===== src/rtl/enemy_hit_manager.sv =====
// Enemy target: counts each projectile hit once per flight, tracks hit points,
// and runs the advance / explode / respawn life cycle with registered outputs.
module enemy_hit_manager #(
  parameter int ENEMY_HP       = 3,
  parameter int DIVIDER        = 60_000,
  parameter int EXPLODE_CYCLES = 25_000_000,
  parameter int SCREEN_WIDTH   = 640,
  parameter int SPAWN_Y        = 200,
  parameter int WIDTH_ENEMY    = 64
) (
  input  logic               clk,
  input  logic               resetN,
  input  logic               restart_enemy,
  input  logic               collision_light_1,
  input  logic               collision_light_2,
  input  logic               collision_light_3,
  input  logic               in_air_1,
  input  logic               in_air_2,
  input  logic               in_air_3,
  output logic signed [31:0] topLeft_x_enemy,
  output logic        [31:0] topLeft_y_enemy,
  output logic        [2:0]  enemy_hp,
  output logic               enemy_alive,
  output logic               exploding,
  output logic               hit_pulse,
  output logic               kill_pulse
);

  localparam int MOVE_W  = (DIVIDER > 1) ? $clog2(DIVIDER) : 1;
  localparam int EXPL_W  = (EXPLODE_CYCLES > 1) ? $clog2(EXPLODE_CYCLES) : 1;
  localparam int X_LIMIT = -WIDTH_ENEMY;

  typedef enum logic [1:0] {
    ST_ALIVE   = 2'd0,
    ST_EXPLODE = 2'd1,
    ST_RESPAWN = 2'd2
  } state_t;

  function automatic logic [1:0] count_hits(input logic [2:0] v);
    return {1'b0, v[0]} + {1'b0, v[1]} + {1'b0, v[2]};
  endfunction

  state_t                    state_r;
  logic        [MOVE_W-1:0]  move_cnt_r;
  logic        [EXPL_W-1:0]  expl_cnt_r;
  logic signed [31:0]        x_r;
  logic        [2:0]         hp_r;
  logic                      alive_r;
  logic                      exploding_r;
  logic                      hit_pulse_r;
  logic                      kill_pulse_r;
  logic        [2:0]         hit_seen_r;

  logic [2:0] coll_s;
  logic [2:0] air_s;
  logic [2:0] new_hit_s;
  logic [1:0] n_hits_s;
  logic       kill_s;

  assign coll_s    = {collision_light_3, collision_light_2, collision_light_1};
  assign air_s     = {in_air_3, in_air_2, in_air_1};
  assign new_hit_s = coll_s & air_s & ~hit_seen_r;
  assign n_hits_s  = count_hits(new_hit_s);
  // hp is never 0 while alive, so a non-zero hit count is required to kill
  assign kill_s    = (n_hits_s != 2'd0) && ({1'b0, n_hits_s} >= hp_r);

  // Life-cycle state, hit latches, counters and registered outputs
  always_ff @(posedge clk) begin
    if (!resetN || restart_enemy) begin
      state_r      <= ST_ALIVE;
      move_cnt_r   <= MOVE_W'(0);
      expl_cnt_r   <= EXPL_W'(0);
      x_r          <= SCREEN_WIDTH;
      hp_r         <= 3'(ENEMY_HP);
      alive_r      <= 1'b1;
      exploding_r  <= 1'b0;
      hit_pulse_r  <= 1'b0;
      kill_pulse_r <= 1'b0;
      hit_seen_r   <= 3'b000;
    end else begin
      hit_pulse_r  <= 1'b0;
      kill_pulse_r <= 1'b0;
      hit_seen_r   <= (hit_seen_r | (coll_s & air_s)) & air_s;
      case (state_r)
        ST_ALIVE: begin
          if (kill_s) begin
            hp_r         <= 3'd0;
            kill_pulse_r <= 1'b1;
            state_r      <= ST_EXPLODE;
            alive_r      <= 1'b0;
            exploding_r  <= 1'b1;
            expl_cnt_r   <= EXPL_W'(0);
          end else begin
            if (n_hits_s != 2'd0) begin
              hp_r        <= hp_r - {1'b0, n_hits_s};
              hit_pulse_r <= 1'b1;
            end
            if (move_cnt_r == MOVE_W'(DIVIDER - 1)) begin
              move_cnt_r <= MOVE_W'(0);
              x_r        <= x_r - 32'sd1;
            end else begin
              move_cnt_r <= move_cnt_r + MOVE_W'(1);
            end
            if (x_r <= X_LIMIT) begin
              state_r <= ST_RESPAWN;
              alive_r <= 1'b0;
            end
          end
        end
        ST_EXPLODE: begin
          if (expl_cnt_r == EXPL_W'(EXPLODE_CYCLES - 1)) begin
            state_r     <= ST_RESPAWN;
            exploding_r <= 1'b0;
          end else begin
            expl_cnt_r <= expl_cnt_r + EXPL_W'(1);
          end
        end
        ST_RESPAWN: begin
          x_r         <= SCREEN_WIDTH;
          hp_r        <= 3'(ENEMY_HP);
          move_cnt_r  <= MOVE_W'(0);
          expl_cnt_r  <= EXPL_W'(0);
          state_r     <= ST_ALIVE;
          alive_r     <= 1'b1;
          exploding_r <= 1'b0;
        end
        default: begin
          state_r     <= ST_RESPAWN;
          alive_r     <= 1'b0;
          exploding_r <= 1'b0;
        end
      endcase
    end
  end

  assign topLeft_x_enemy = x_r;
  assign topLeft_y_enemy = 32'(SPAWN_Y);
  assign enemy_hp        = hp_r;
  assign enemy_alive     = alive_r;
  assign exploding       = exploding_r;
  assign hit_pulse       = hit_pulse_r;
  assign kill_pulse      = kill_pulse_r;

endmodule


===== config.mk =====
export PLATFORM = sky130hd
export DESIGN_NAME = enemy_hit_manager
export DESIGN_NICKNAME = d
export VERILOG_FILES = /design/src/rtl/enemy_hit_manager.sv
export SDC_FILE = /design/constraint.sdc
export NUM_CORES = 1
export LEC_CHECK = 0
export CAP_MARGIN = 20
export CORE_MARGIN = 2
export CORE_UTILIZATION = 59
export CTS_BUF_LIST = sky130_fd_sc_hd__clkbuf_8
export DETAILED_ROUTE_END_ITERATION = 6
export GPL_ROUTABILITY_DRIVEN = 0
export PLACE_DENSITY_LB_ADDON = 0.2
export SETUP_SLACK_MARGIN = 0.5
export SLEW_MARGIN = 20
export SYNTH_ARGS = -nofsm -noshare
export SYNTH_HDL_FRONTEND = slang
export SYNTH_SLANG_ARGS = --single-unit

===== constraint.sdc =====
create_clock -name clk -period 8.3 [get_ports clk]
set_input_delay 0.83 -clock clk [delete_from_list [all_inputs] [get_ports clk]]
set_output_delay 0.83 -clock clk [all_outputs]
set_load 0.01 [all_outputs]

==> qor.txt <==
Worst-path cell chain: clkdlybuf4s50_1 > nand2_1 > nor2_1 > fa_1 > inv_1 > ha_1 > nor2b_1 > o21a_1 > o31ai_4 > nor3_1 > xnor2_1 > nor2_1
Yosys top cell by area: dfxtp_1
Share of post-route cells with drive strength above 1: 0.0713
Final Max Slew Viols: 0
Period Utilization, post-route: 0.430
Crit end category: flop
CTS max path bufs: 2
CP arrival: 3.80 ns
CTS Buf Count: 9
Area growth syn-to-layout: 13.9%
DP Area: 4960 um^2
Initial DRC Count: 195
Number of setup violations in the final report: 0
Worst skew pair latency: 0.35 ns
Fin cells: 691
Worst Hold Class: reg -> reg
Status: complete, no violations
Final WS setup: 4.73 ns
Data required, critical path: 8.53 ns
Synth Cell Area: 4570 um^2
CTS tree: built
Yosys warns: 0
Synth Instances: 546
Max incr delay on CP: 0.78 ns
Fmax: 280 MHz
Post-layout util: 0.684
Core footprint: 7610 um^2
Synth async-reset ratio: 0
Top cells by area, synth: dfxtp_1 (37%), nor2_1 (7.7%), xnor2_1 (7.7%)
CTS Hold Bufs: 0
Crit path kind: in -> reg
Static leakage: 1.72 nW
Final instance area: 5200 um^2
Clock Pin Slew Worst Setup and Hold Paths: 0.09 ns
Crit path launch type: input port
Post-DRT Antenna Nets: 0
Slew headroom: 0.290
CTS H-tree depth: 3
Cell Rows: 32
Final net count: 600
Slowest-stage cell, CP: o31ai_4
Worst-margin pin slew: 1.07 ns
Most frequent CP cell: nor2_1
Vias in the first global route: 3677
GRT Total Usage: 0.250
Number of flops mapped to enable cells by yosys: 0
Clock Skew: 0.00936 ns
Count of final hold-check violations: 0
Port-buffer cells: 47
Die footprint: 8460 um^2
Max-cap viol count: 0
Seq cells post-synth: 85
Power per standard cell area: 172 nW/um^2
Crit path max fanout: 16
Via count: 4036
Ys flop type: dfxtp_1
Register area share after synthesis: 0.373
First-pass GRT wire length: 17200 um
Post CTS Setup Buffer Count: 0
Inserted Diodes: 0
Netlist cell types: 59
Minimum clock period: 3.57 ns
Setup TNS: 0 ns
Largest net degree at the start of global routing: 31
Antenna violations before repair: 0
Synth top area share: 0.373
Gr ovfl total: 0
1st-pass router iterations: 4
Initial Utilization: 0.600
RSZ-0062 raised after global routing: no
Avg Inst Size Synth: 8.36 um^2
Clock sinks: 85
Setup WS pre-CTS: 4.37 ns
CTS resizes: 0
Die width: 92.0 um
Clock Tree Root: clkbuf_8
Die Ht: 92.0 um
Design Power: 0.896 mW
Max IR drop VDD: 0.0000943 V
Routed WL: 10400 um
WL/cell: 15.1 um
Hold WS: 0.483 ns
Placed instance count: 675
Post-DP HPWL: 7330 um
Routed vias/inst: 5.84
Top Ports: 80
Residual DRC: 0
[critical path, delay by kind of cell]
family                     cells  cell delay (ns)
AOI/OAI and AO/OA              2             1.02
xor gates and xnor gates       1             0.18
adders and majority gates      2             0.71
buffers and inverters          2             0.53
and+or+nand+nor                5             0.52
[power breakdown]
| part | switching (mW) | internal [mW] | leakage (nW) |
|---|---|---|---|
| sequential | 0.00782 | 0.413 | 0.686 |
| combinational | 0.0875 | 0.0376 | 0.915 |
| clock | 0.152 | 0.199 | 0.123 |
| total | 0.247 | 0.650 | 1.72 |
[flip-flops by register name, indices dropped and copies added, names as in the netlist]
register	flops
enemy_alive	1
hit_pulse	1
state_r	2
kill_pulse	1
topLeft_x_enemy	32
enemy_hp	3
exploding	1
move_cnt_r	16
hit_seen_r	3
expl_cnt_r	25
[synthesized netlist by cell type (all sizes together), types with 3 or more instances]
cell,n
a2111oi,6
a211oi,5
a21oi,28
a311oi,10
a31oi,5
and2,6
and3,6
and4,3
buf,39
clkbuf,15
dfxtp,85
ha,5
inv,11
nand2,39
nand3,23
nand4,20
nand4b,5
nor2,94
nor3,15
nor4,13
o211ai,3
o21ai,19
o31ai,4
or4,5
xnor2,40
xor2,13
[cell families after synthesis]
group,share of synthesized area
DFF,0.373
buffers and inverters,0.0850
AOI/OAI and AO/OA,0.141
adders and majority gates,0.0225
other,0.00164
xor gates and xnor gates,0.102
and+or+nand+nor,0.275
[cell type report]
cell class / instances / area [um^2]
timing repair buffer: 51 / 500
tap: 102 / 128
inverter: 11 / 41.3
sequential: 85 / 1700
clock inverter: 7 / 114
multi-input combinational: 426 / 2590
fill: 636 / 2410
clock buffer: 9 / 124
[routing by layer]
metal | share of wire | vias up | routed length (um) | GRT usage
met2 | 0.51 | 126 | 5270 | 0.423
met1 | 0.44 | 1953 | 4550 | 0.323
li1 | - | 1950 | - | -
met3 | 0.050 | 7 | 524 | 0.0362
met5 | 0 | - | 0 | 0
met4 | 0.0085 | 0 | 89 | 0.0933
[final timing paths]
check	start	slack [ns]	cells past startpoint	endpoint
worst min-delay path	exploding$_SDFFE_PP0P_	0.48	2	exploding$_SDFFE_PP0P_
worst max register to register	hit_seen_r[0]$_SDFF_PP0_	5.35	10	topLeft_x_enemy[13]$_SDFFE_PP0P_
worst max-delay path	in_air_1	4.73	12	topLeft_x_enemy[13]$_SDFFE_PP0P_
worst min register to register	exploding$_SDFFE_PP0P_	0.48	2	exploding$_SDFFE_PP0P_
[cell usage in the layout (no fill, tap or decap), types with 5 or more instances in the layout]
cell type,instances
and2_1,5
nor3_1,15
conb_1,32
nand4_1,20
nand2_1,39
a211oi_1,5
o21ai_0,17
dfxtp_1,85
clkdlybuf4s50_1,47
a31oi_1,5
a21oi_1,28
xor2_1,13
nand4b_1,5
nand3_1,23
clkbuf_8,9
nor4_1,7
a2111oi_0,6
ha_1,5
nor2_1,94
a311oi_1,9
xnor2_1,40
inv_1,10
Power figures use the tool's default switching activity.
